==> src/rtl/upsample2d_stream_if.sv <==
// Valid/ready pixel stream used on both sides of the upsampler.
// One beat carries one pixel with all channels packed.
interface upsample2d_stream_if #(
  parameter int DW = 16
) ();
  logic [DW-1:0] data;
  logic          valid;
  logic          ready;

  modport master (output data, output valid, input ready);
  modport slave  (input data, input valid, output ready);
endinterface

==> src/rtl/upsample2d_stream.sv <==
// Streaming 2-D upsampler: each input row lands in one of two line banks and is
// replayed SCALE times at SCALE-fold horizontal expansion (replicate or zero-insert).
module upsample2d_stream #(
  parameter int    CH    = 1,
  parameter int    IN_H  = 1,
  parameter int    IN_W  = 1,
  parameter int    SCALE = 2,
  parameter int    WIDTH = 16,
  parameter string MODE  = "NEAREST"
) (
  input  logic                clk,
  input  logic                rst,
  upsample2d_stream_if.slave  in_i,
  upsample2d_stream_if.master out_o,
  output logic                out_last_o
);

  localparam int DW = CH * WIDTH;
  localparam int CW = (IN_W  > 1) ? $clog2(IN_W)  : 1;
  localparam int SW = (SCALE > 1) ? $clog2(SCALE) : 1;
  localparam int HW = (IN_H  > 1) ? $clog2(IN_H)  : 1;
  localparam logic [CW-1:0] COL_LAST = CW'(IN_W - 1);
  localparam logic [SW-1:0] SUB_LAST = SW'(SCALE - 1);
  localparam logic [HW-1:0] IR_LAST  = HW'(IN_H - 1);
  localparam bit ZERO_MODE = (MODE == "ZERO");

  logic [DW-1:0] bank_q [2][IN_W];
  logic [1:0]    full_q,   full_d;
  logic          wr_sel_q, wr_sel_d;
  logic [CW-1:0] wr_col_q, wr_col_d;
  logic          rd_sel_q, rd_sel_d;
  // Output column ow is tracked as (rd_col, rd_sub) = (ow / SCALE, ow % SCALE).
  logic [CW-1:0] rd_col_q, rd_col_d;
  logic [SW-1:0] rd_sub_q, rd_sub_d;
  logic [SW-1:0] rep_q,    rep_d;
  logic [HW-1:0] ir_q,     ir_d;

  logic          in_acc_s;
  logic          out_vld_s;
  logic          out_acc_s;
  logic [DW-1:0] pix_s;
  logic [DW-1:0] out_data_s;

  assign in_acc_s  = in_i.valid && !full_q[wr_sel_q];
  assign out_vld_s = full_q[rd_sel_q];
  assign out_acc_s = out_vld_s && out_o.ready;
  assign pix_s     = bank_q[rd_sel_q][rd_col_q];

  // Writer and reader counter next-state; the two sides only ever touch different full flags.
  always_comb begin
    full_d   = full_q;
    wr_sel_d = wr_sel_q;
    wr_col_d = wr_col_q;
    rd_sel_d = rd_sel_q;
    rd_col_d = rd_col_q;
    rd_sub_d = rd_sub_q;
    rep_d    = rep_q;
    ir_d     = ir_q;
    if (in_acc_s) begin
      if (wr_col_q == COL_LAST) begin
        wr_col_d         = '0;
        wr_sel_d         = ~wr_sel_q;
        full_d[wr_sel_q] = 1'b1;
      end else begin
        wr_col_d = wr_col_q + 1'b1;
      end
    end else begin
      wr_col_d = wr_col_q;
    end
    if (out_acc_s) begin
      if (rd_sub_q == SUB_LAST) begin
        rd_sub_d = '0;
        if (rd_col_q == COL_LAST) begin
          rd_col_d = '0;
          if (rep_q == SUB_LAST) begin
            rep_d            = '0;
            full_d[rd_sel_q] = 1'b0;
            rd_sel_d         = ~rd_sel_q;
            ir_d             = (ir_q == IR_LAST) ? '0 : ir_q + 1'b1;
          end else begin
            rep_d = rep_q + 1'b1;
          end
        end else begin
          rd_col_d = rd_col_q + 1'b1;
        end
      end else begin
        rd_sub_d = rd_sub_q + 1'b1;
      end
    end else begin
      rd_sub_d = rd_sub_q;
    end
  end

  // Control state registers.
  always_ff @(posedge clk or posedge rst) begin
    if (rst) begin
      full_q   <= 2'b00;
      wr_sel_q <= 1'b0;
      wr_col_q <= '0;
      rd_sel_q <= 1'b0;
      rd_col_q <= '0;
      rd_sub_q <= '0;
      rep_q    <= '0;
      ir_q     <= '0;
    end else begin
      full_q   <= full_d;
      wr_sel_q <= wr_sel_d;
      wr_col_q <= wr_col_d;
      rd_sel_q <= rd_sel_d;
      rd_col_q <= rd_col_d;
      rd_sub_q <= rd_sub_d;
      rep_q    <= rep_d;
      ir_q     <= ir_d;
    end
  end

  // Line bank storage.
  always_ff @(posedge clk or posedge rst) begin
    if (rst) begin
      for (int b = 0; b < 2; b++) begin
        for (int i = 0; i < IN_W; i++) begin
          bank_q[b][i] <= '0;
        end
      end
    end else if (in_acc_s) begin
      bank_q[wr_sel_q][wr_col_q] <= in_i.data;
    end else begin
      bank_q[wr_sel_q][wr_col_q] <= bank_q[wr_sel_q][wr_col_q];
    end
  end

  // Output pixel select; zero-insert keeps only the top-left sample of each SCALE x SCALE tile.
  always_comb begin
    out_data_s = '0;
    if (!out_vld_s) begin
      out_data_s = '0;
    end else if (ZERO_MODE && ((rep_q != '0) || (rd_sub_q != '0))) begin
      out_data_s = '0;
    end else begin
      out_data_s = pix_s;
    end
  end

  assign in_i.ready  = !full_q[wr_sel_q];
  assign out_o.valid = out_vld_s;
  assign out_o.data  = out_data_s;
  assign out_last_o  = out_vld_s && (ir_q == IR_LAST) && (rep_q == SUB_LAST) &&
                       (rd_col_q == COL_LAST) && (rd_sub_q == SUB_LAST);

endmodule

==> src/flat_wrapper.sv <==
// flat-port wrapper written by rule: the top's interface ports become plain ports
module upsample2d_stream_flat 
#(
  parameter int    CH    = 1,
  parameter int    IN_H  = 1,
  parameter int    IN_W  = 1,
  parameter int    SCALE = 2,
  parameter int    WIDTH = 16,
  parameter string MODE  = "       "
)
  (clk, rst, out_last_o, in_i_data, in_i_valid, in_i_ready, out_o_data, out_o_valid, out_o_ready);
  upsample2d_stream_if #(.DW((16))) in_i_i ();
  upsample2d_stream_if #(.DW((16))) out_o_i ();
  input  logic clk;
  input  logic rst;
  output logic out_last_o;
  input wire logic [$bits(in_i_i.data)-1:0] in_i_data;
  input wire logic [$bits(in_i_i.valid)-1:0] in_i_valid;
  output wire logic [$bits(in_i_i.ready)-1:0] in_i_ready;
  output wire logic [$bits(out_o_i.data)-1:0] out_o_data;
  output wire logic [$bits(out_o_i.valid)-1:0] out_o_valid;
  input wire logic [$bits(out_o_i.ready)-1:0] out_o_ready;
  assign in_i_i.data = in_i_data;
  assign in_i_i.valid = in_i_valid;
  assign in_i_ready = in_i_i.ready;
  assign out_o_data = out_o_i.data;
  assign out_o_valid = out_o_i.valid;
  assign out_o_i.ready = out_o_ready;
  upsample2d_stream #(.CH(CH), .IN_H(IN_H), .IN_W(IN_W), .SCALE(SCALE), .WIDTH(WIDTH), .MODE(MODE)) u_core (.clk(clk), .rst(rst), .in_i(in_i_i), .out_o(out_o_i), .out_last_o(out_last_o));
endmodule
==> config.mk <==
export PLATFORM = sky130hd
export DESIGN_NAME = upsample2d_stream_flat
export DESIGN_NICKNAME = d
export VERILOG_FILES = /design/src/rtl/upsample2d_stream_if.sv /design/src/rtl/upsample2d_stream.sv /design/src/flat_wrapper.sv
export SDC_FILE = /design/constraint.sdc
export NUM_CORES = 1
export LEC_CHECK = 0
export CAP_MARGIN = 20
export CORE_MARGIN = 8
export CORE_UTILIZATION = 40
export DETAILED_ROUTE_END_ITERATION = 7
export PLACE_DENSITY = 0.65
export SETUP_SLACK_MARGIN = 0.15
export SLEW_MARGIN = 20
export SYNTH_ARGS = -nofsm -noshare
export SYNTH_HDL_FRONTEND = slang
export SYNTH_SLANG_ARGS = --single-unit
==> constraint.sdc <==
create_clock -name clk -period 2.7 [get_ports clk]
set_input_delay 0.54 -clock clk [delete_from_list [all_inputs] [get_ports clk]]
set_output_delay 0.54 -clock clk [all_outputs]
set_load 0.01 [all_outputs]
==> results.toml <==
[clock_network]
clockBufferDepth = 2
htree_levels = 2
path_clk_slew_ps = 70
cts_tree = "yes"
cts-resized-gates = 0
cts_buffers = 5
clock_latency_ps = 290
cts-root-buf = "clkbuf_8"
cts.sinks = 38

[power]
max-vdd-ir-drop_uv = 633
pwr-share-comb_pct = 49.5
internal-power_w = 0.00205
powerDensity_mw_per_mm2 = 1270
seq_power_share_pct = 34.6
p_sw_w = 0.000977
clock_power_share_pct = 15.9
p_sw_share_pct = 32.3
power_leakage_nw = 1.13

[drt]
drc = 0
viasPerCell = 5.01
ant_nets = 0
wire_per_inst_um = 16.9
dr.first_iter.drc_count = 27
vias = 1137
drt-total-wl_mm = 3.83
drt-pass1-iter-count = 4

[critical_path]
end_kind = "primary output"
cp-start-kind = "flop"
arrival_ps = 1860
r2r_start = "u_core.full_q[1]"
reg2reg_to = "u_core.bank_q[11]"
ff2ff_setup_slack_ps = 1290
cp_data_required_time_ps = 2160
cpMaxStageDelayCell = "clkdlybuf4s50_1"
max_stage_delay_ps = 550
critPathKind = "flop to primary output"
path_cells = "mux2i_4 > buf_4 > nor2_1 > clkdlybuf4s50_1"
worstPathMaxFanout = 10
reg2reg_depth = 2

[run_status]
run_status = "finished clean"

[placement]
hpwlAfterDp_mm = 2.72
postPlaceCellArea_mm2 = 0.00225
dp_slack_ps = 542
dp.cells = 218
place_congestion = 0.748
io_buffers = 38

[sta]
finalWorstPathRequiredPeriod_ps = 2400
fin_setup_tns_ps = 0
finalHoldViolations = 0
slew_headroom_pct = 68.9
slew_violations = 0
tightest_slew_ps = 467
fmax_ghz = 0.417
worst_slack_ps = 303
rsz0062_at_grt = "no"
fin_skew_ps = 7.62
setup_viol = 0
period_share_pct = 88.8

[worst_hold_path]
whs_path_depth = 1
min_to = "u_core.bank_q[30]"
hold_class = "flop to flop"
min_from = "u_core.bank_q[30]"

[cells_and_area]
post-route-util_pct = 54.6
final_cell_area_mm2 = 0.00238
syn_to_final_growth_pct = 32.1
finalNetCount = 195
layout-drive-gt1-share_pct = 20.6
antenna_cells = 0
finalNonFillerCells = 227
fill_cells = 364

[logic_synthesis]
yosys_warnings = 0
synth_nets = 148
syn_area_per_cell_um2 = 14.1
postSynthCellCount = 128
yosysSeqAreaShare_pct = 52.9
syn_area_mm2 = 0.00180
synth_seq_cells = 38
yosysUniqueCellTypes = 20

[grt]
grt_pass1_vias = 1218
grt_pass1_wl_mm = 6.33
grt_usage_pct = 11.4
grt_max_degree = 39
antenna_found_initial = 0
grt_overflow = 0

[floorplanning]
fp.dieH_um = 83.1
die_area_mm2 = 0.00690
die_x_um = 83.1
core_area_mm2 = 0.00435
start_util_pct = 41.3
io_pins = 39
rows = 24

[flow_run]
cap_violations = 0
## through the flow
step | hold WS, ps | total power, W
2_1_floorplan | 449 | 0.00189
3_3_place_gp | 464 | 0.00250
3_5_place_dp | 475 | 0.00255
4_1_cts | 490 | 0.00305
5_1_grt | 516 | 0.00323
6_report | 487 | 0.00303
## critical path, delay by kind of cell (launching register included)
family | cells | cell delay [ps]
buffers and inverters | 2 | 760
DFF | 1 | 520
muxes | 1 | 160
and+or+nand+nor | 1 | 120
## how the worst max path moves through the flow
stage               cells past startpoint             start  slack [ps]             end
floorplan                               3   u_core.rd_sel_q        1030  out_o_data[10]
global placement                        4   u_core.rd_sel_q         600   out_o_data[1]
detailed placement                      4  u_core.full_q[0]         540   out_o_data[5]
CTS                                     4  u_core.full_q[0]         210   out_o_data[5]
global route                            4  u_core.full_q[0]         210   out_o_data[8]
finish                                  4  u_core.full_q[0]         300   out_o_data[5]
## Yosys cell counts
library cell / count / area share [%]
buf_2: 2 / 0.56
inv_1: 2 / 0.42
inv_2: 1 / 0.21
mux2i_1: 17 / 9.5
clkbuf_1: 1 / 0.21
xor2_1: 1 / 0.49
mux2_1: 15 / 9.4
mux2i_4: 1 / 1.3
mux2_4: 17 / 14
nand3b_4: 1 / 1.1
a21o_1: 1 / 0.42
nor3b_2: 1 / 0.70
a31oi_1: 3 / 1.0
dfrtp_1: 38 / 53
nor2_1: 17 / 3.5
and3_1: 3 / 1.0
xnor2_1: 1 / 0.49
nand2_1: 1 / 0.21
a21oi_1: 2 / 0.56
buf_6: 3 / 1.9
## kinds of logic (layout without fill, tap and decap cells)
logic type / after synthesis / after routing / synth area share (%)
muxes: 50 / 50 / 34.3
DFF: 38 / 38 / 52.9
and+or+nand+nor: 23 / 23 / 6.61
buffers and inverters: 9 / 56 / 3.27
AOI/OAI and AO/OA: 6 / 6 / 2.02
xor gates and xnor gates: 2 / 2 / 0.974
## layout by cell type, fill, tap and decap left out
master,synthesis,routed
clkbuf_8,0,6
clkdlybuf4s50_1,0,38
a31oi_1,3,3
nor2_1,17,17
mux2_4,17,17
mux2i_4,1,1
buf_4,0,8
and3_1,3,3
a21oi_1,2,2
xnor2_1,1,1
xor2_1,1,1
nand3b_4,1,1
nor3b_4,0,1
mux2i_1,17,17
a21o_1,1,1
nand2_1,1,1
mux2_1,15,15
bufinv_16,0,1
inv_1,2,2
inv_2,1,1
dfrtp_1,38,38
## cell type report
| type | count | area, um^2 | share of cell area [%] |
|---|---|---|---|
| well taps | 52 | 65.1 | 2.74 |
| repair buffers | 46 | 440 | 18.5 |
| multi-input cells | 81 | 796 | 33.5 |
| flip-flops and latches | 38 | 951 | 40.0 |
| clock inverters | 1 | 30.0 | 1.26 |
| clock buffers | 6 | 82.6 | 3.48 |
| inverters | 3 | 11.3 | 0.474 |
## per-layer routing
metal,track usage (%),share of wire (%)
met5,0,0
met4,8.15,3.4
met3,2.34,3.2
met1,13.8,46
met2,17.6,48
## sequential cells by signal (all words and copies together) (netlist names)
name,flops
u_core.rd_sub_q,1
u_core.rd_sel_q,1
u_core.bank_q,32
u_core.full_q,2
u_core.rep_q,1
u_core.wr_sel_q,1
## power by group through the flow
stage	Clock [W]	Sequential [W]	Combinational [W]
floorplan	0	0.00100	0.000892
global placement	0	0.00103	0.00147
detailed placement	0	0.00106	0.00150
CTS	0.000496	0.00105	0.00150
global route	0.000524	0.00108	0.00162
finish	0.000482	0.00105	0.00150
## repair_timing
item,in CTS,in global routing
setup endpoints to repair,0,9
buffers inserted,0,2
hold endpoints to repair,0,0
hold buffers,0,0
Note: power is estimated with default switching activity, not from simulation.
==> variant 1: new RTL, config.mk and constraints unchanged <==
`SCALE` is set to 2 in 2 places; all go to 4.
--- a/src/rtl/upsample2d_stream.sv
+++ b/src/rtl/upsample2d_stream.sv
@@ -4,7 +4,7 @@
   parameter int    CH    = 1,
   parameter int    IN_H  = 1,
   parameter int    IN_W  = 1,
-  parameter int    SCALE = 2,
+  parameter int    SCALE = 4,
   parameter int    WIDTH = 16,
   parameter string MODE  = "NEAREST"
 ) (
--- a/src/flat_wrapper.sv
+++ b/src/flat_wrapper.sv
@@ -4,7 +4,7 @@
   parameter int    CH    = 1,
   parameter int    IN_H  = 1,
   parameter int    IN_W  = 1,
-  parameter int    SCALE = 2,
+  parameter int    SCALE = 4,
   parameter int    WIDTH = 16,
   parameter string MODE  = "       "
 )
Formal check against the unedited RTL: not equivalent (a bounded check fails within 10 cycles, from zero or initial values and one cycle with rst high).
==> variant 1 against the original RTL <==
First-iteration DRC count rose by 59%; die area up 2.0%; critical path type unchanged; non-clock buffer count is 3 lower; combinational power is 5% lower; largest cell class unchanged; wire length decreased by 2.8%; power down 5.0%; sequential cell count up 2; design area is 0.26% higher; clock skew decreased by 2.3 ps; synthesized cell count up 8.6%; worst setup slack improved by 1.6 ps; synthesized area up 2.5%.
==> variant 1: results (changes against the original RTL) <==
share of the yosys chip area belonging to registers=0.5427 (+0.01423); number of setup buffers added after CTS=0 (unchanged); number of buffers added by the clock tree synthesis step=5 (unchanged); biggest area contributors in the synthesized netlist=sky130_fd_sc_hd__dfrtp_1 54%, sky130_fd_sc_hd__mux2_2 21%, sky130_fd_sc_hd__mux2i_1 9.2%; r2r endpoint=u_core.bank_q[9]$_DFFE_PP0P_; count of routing violations after the opening detailed-route iteration=43 (+59%); maximum number of pins on one net before global-route repair=41 (+5.1%); internal reg-to-reg setup slack=1210 ps (-80 ps); slowest cell on the critical path=sky130_fd_sc_hd__clkdlybuf4s50_1; routed wl met2=1950 µm (+6.4%); Worst-path clk slew=70 ps (about the same); tightest slew margin relative to the limit=0.6603 (-0.02836); slowest stage delay, CP=480 ps (-70 ps); LEAKAGE=0.001040 µW (-7.6%); M1 wire length=1564 µm (-11%); weighted congestion at the end of routability-driven global placement=0.6940 (-7.2%); gr usage total=0.1130 (-0.0009211); HPWL after detailed placement=2666 µm (-1.8%); Clock Skews=5.297 ps (-2.324 ps); Worst Setup EP=out_o_data[14]; antenna cell count=0 (unchanged); most used standard cells in the synthesized netlist=40 x sky130_fd_sc_hd__dfrtp_1, 34 x sky130_fd_sc_hd__mux2_2, 18 x sky130_fd_sc_hd__nor2_1; hold path startpoint=u_core.bank_q[29]$_DFFE_PP0N_; DP Worst Slack=590.5 ps (+48.19 ps); maximum fanout along the worst path=10 (unchanged); final routed wirelength across all metal layers=3725 µm (-2.8%); average via count per standard cell=5.064 (+1.1%); max reg flops=32 (unchanged); number of fillers in the final layout=402 (+10%); number of distinct standard cells referenced by the synthesized netlist=23 (+15%); syn nets=161 (+8.8%); P_sw=938.3 µW (-4.0%); cell count of the worst reg-to-reg path=3 (+1); final period utilization=0.8872 (about the same); met3 wirelength from detailed routing=140 µm (+15%); result of the run=finished clean; Final nets=204 (+4.6%); via count of the first global-routing pass=1343 (+10%); worst setup path startpoint=u_core.rd_sel_q$_DFFE_PP0P_; fraction of layout cells with a size suffix above 1=0.2951 (+0.08937); Peak supply drop=0.5921 mV (-6.5%); global-route wire length before repair=6437 µm (+1.6%); worst min-delay path endpoint=u_core.bank_q[29]$_DFFE_PP0N_; IO buf count=38 (unchanged)
-- variant 1: cell types whose count changed after synthesis, sizes merged, moves of 2 or more --
cell   before  now
mux2       32   36
o21ai       0    4
a31oi       3    0
a21oi       2    0
dfrtp      38   40
ha          0    2
nand3       0    2
-- variant 1: cell type report --
cell class	instances	area, µm²	share of cell area
tap	52	65.06	0.02731
multi-input combinational	88	790.8	0.3319
clock buffer	6	82.58	0.03466
timing repair buffer	43	417.9	0.1754
clock inverter	2	10.01	0.004202
inverter	4	15.01	0.006303
sequential	40	1001	0.4202
-- variant 1: stage by stage --
step	instance area, µm²	instances	util	hold WS [ps]
finish	2382	235	0.5397	508.7
global route	2382	235	0.5397	521.4
CTS	2382	235	0.5397	512.5
detailed placement	2290	227	0.5187	495.1
global placement	2290	227	0.5187	487.0
floorplan	1844	139	-	479.2
-- variant 1: kinds of logic (layout without fill, tap and decap cells) --
group,Yosys count,after routing,share of synthesized area
muxes,54,54,0.3284
adders and majority gates,2,2,0.01357
AOI/OAI and AO/OA,5,5,0.01493
DFF,40,40,0.5427
and+or+nand+nor,27,27,0.06920
buffers and inverters,11,55,0.03120
-- variant 1: layer usage --
| metal | vias up | track usage |
|---|---|---|
| li1 | 563 | - |
| met1 | 595 | 0.1246 |
| met2 | 25 | 0.1944 |
| met3 | 7 | 0.03320 |
| met4 | 0 | 0.05181 |
| met5 | - | 0 |
-- variant 1: power groups by stage --
stage | Combinational, µW | Clock [µW] | Sequential (µW)
2_1_floorplan | 869 | 0 | 1020
3_3_place_gp | 1420 | 0 | 1060
3_5_place_dp | 1450 | 0 | 1080
4_1_cts | 1450 | 418 | 1070
5_1_grt | 1540 | 441 | 1110
6_report | 1420 | 395 | 1070
==> variant 2: new RTL, config.mk and constraints unchanged <==
Without the edit above. Make the reset (`rst`) synchronous in 2 clocked blocks.
--- a/src/rtl/upsample2d_stream.sv
+++ b/src/rtl/upsample2d_stream.sv
@@ -92,7 +92,7 @@
   end
 
   // Control state registers.
-  always_ff @(posedge clk or posedge rst) begin
+  always_ff @(posedge clk) begin
     if (rst) begin
       full_q   <= 2'b00;
       wr_sel_q <= 1'b0;
@@ -115,7 +115,7 @@
   end
 
   // Line bank storage.
-  always_ff @(posedge clk or posedge rst) begin
+  always_ff @(posedge clk) begin
     if (rst) begin
       for (int b = 0; b < 2; b++) begin
         for (int i = 0; i < IN_W; i++) begin
Formal check against the unedited RTL: differs if rst is asserted again (counterexample within 4 cycles, from zero or initial values and one cycle with rst high); with rst held inactive, the same outputs for 10 cycles.
==> variant 2 against the original RTL <==
Sequential cell count is 1 higher; worst hold slack better by 47 ps; first-iteration DRC count increased to 3.0 times the old value; critical path depth grew 1; die area is 2.2% lower; wire length fell by 7.2%; synthesized area shrank 2.7%; worst setup slack improved by 22 ps; synthesized cell count is 11% higher; design area down 4.6%.
Power is not compared: it rests on default switching activity, and its combinational part moved more than twofold at a synthesized area within 25%.
==> variant 2: results (changes against the original RTL) <==
Initial DRT Pass Iterations=4 (unchanged); final routed wirelength across all metal layers=3558 µm (-7.2%); HPWL after detailed placement=2446 µm (-9.9%); weighted congestion at the end of routability-driven global placement=0.6575 (-12%); maximum fanout along the worst path=9 (-1); placed instance count=229 (+5.0%); share of the yosys chip area belonging to registers=0.6290 (+0.1005); hold path startpoint=u_core.rd_sub_q$_SDFFE_PP0P_; worst setup path startpoint=u_core.rd_sel_q$_SDFFE_PP0P_; Least-Margin Pin Slew=475.5 ps (+8.512 ps); worst min-delay path endpoint=u_core.rd_sub_q$_SDFFE_PP0P_; Clock Skews=3.695 ps (-3.927 ps); cts repair resizes=0 (unchanged); average via count per standard cell=4.928 (-1.6%); result of the run=finished clean; internal reg-to-reg setup slack=1240 ps (-50 ps); gr usage total=0.1144 (+0.0004670); count of routing violations after the opening detailed-route iteration=81 (+200%); number of distinct standard cells referenced by the synthesized netlist=24 (+20%); global-route wire length before repair=5858 µm (-7.5%); r2r endpoint=u_core.bank_q[1][0]$_SDFFCE_PN0P_; primary flip-flop cell chosen by synthesis mapping=sky130_fd_sc_hd__edfxtp_1; Routed wire per std cell=15.08 µm (-11%); via count of the first global-routing pass=1233 (+1.2%); final setup violation count=0 (unchanged); final period utilization=0.8795 (-0.008277); FFs w/ async S/R, synth=0 (-1.000); Tightest Hold Check Type=register to register; number of setup buffers added after CTS=0 (unchanged); mean instance size in the synthesized netlist=12.33 µm² (-12%); origin of the critical flop-to-flop path=u_core.wr_sel_q$_SDFFE_PP0N_; Final nets=204 (+4.6%); maximum number of pins on one net before global-route repair=17 (-56%); most used standard cells in the synthesized netlist=32 x sky130_fd_sc_hd__and2_1, 32 x sky130_fd_sc_hd__edfxtp_1, 18 x sky130_fd_sc_hd__nor2_1; biggest area contributors in the synthesized netlist=sky130_fd_sc_hd__edfxtp_1 55%, sky130_fd_sc_hd__and2_1 11%, sky130_fd_sc_hd__mux2i_1 9.7%; fraction of layout cells with a size suffix above 1=0.08152 (-0.1242); number of synthesized flops with an enable pin=32 (+32); number of buffers on the longest clock path=2 (unchanged); signal arrival time at the worst endpoint=1830 ps (-30 ps); DP Worst Slack=552.1 ps (+9.711 ps); relative contribution of the clock network to total power=0.298; Cells on Worst Hold Path=2 (+1); syn nets=162 (+9.5%); cell internal pwr=939.9 µW; P_sw=273.4 µW; Worst Setup EP=out_last_o; cell count of the worst reg-to-reg path=3 (+1); IO buf count=38 (unchanged)
## variant 2: cell count changes in the layout (fill, tap and decap cells not counted), moves of 4 or more
cell                       unedited run  this run
sky130_fd_sc_hd__dfrtp_1             38         0
sky130_fd_sc_hd__and2_1               0        32
sky130_fd_sc_hd__dfxtp_1              0         7
sky130_fd_sc_hd__mux2_4              17         0
sky130_fd_sc_hd__buf_4                8         4
sky130_fd_sc_hd__a21oi_1              2         7
sky130_fd_sc_hd__mux2_1              15         0
sky130_fd_sc_hd__edfxtp_1             0        32
## variant 2: layer usage
layer	wire length, µm	track usage	up-vias
li1	-	-	571
met1	1491	0.1308	555
met2	1769	0.1918	29
met3	240	0.03571	8
met4	58	0.05263	0
met5	0	0	-
## variant 2: worst max-delay path: stages (launching register included)
cell                              delay (ps)
sky130_fd_sc_hd__dfxtp_1                 420
sky130_fd_sc_hd__mux2i_2                 250
sky130_fd_sc_hd__buf_4                   180
sky130_fd_sc_hd__inv_1                    50
sky130_fd_sc_hd__and3_1                  170
sky130_fd_sc_hd__clkdlybuf4s50_1         480
## variant 2: through the flow
step                cell area, µm²  hold slack (ps)    util
CTS                           2267            538.2  0.5280
finish                        2267            533.9  0.5280
global route                  2267            559.8  0.5280
global placement              2190            493.5  0.5099
floorplan                     1750            471.7       -
detailed placement            2190            524.5  0.5099
## variant 2: layout make-up
cell class | instances | area (µm²)
Multi-Input combinational cell | 93 | 601.8
Clock inverter | 2 | 8.758
Sequential cell | 39 | 1101
Fill cell | 370 | 2027
Inverter | 3 | 11.26
Timing Repair Buffer | 42 | 410.4
Clock buffer | 5 | 68.82
Tap cell | 52 | 65.06
## variant 2: logic make-up after synthesis
group                  synth area share
AND/OR/NAND/NOR                  0.2059
flip-flops                       0.6290
multiplexers                     0.1051
AO/OA/AOI/OAI                   0.03288
buffers and inverters           0.02716
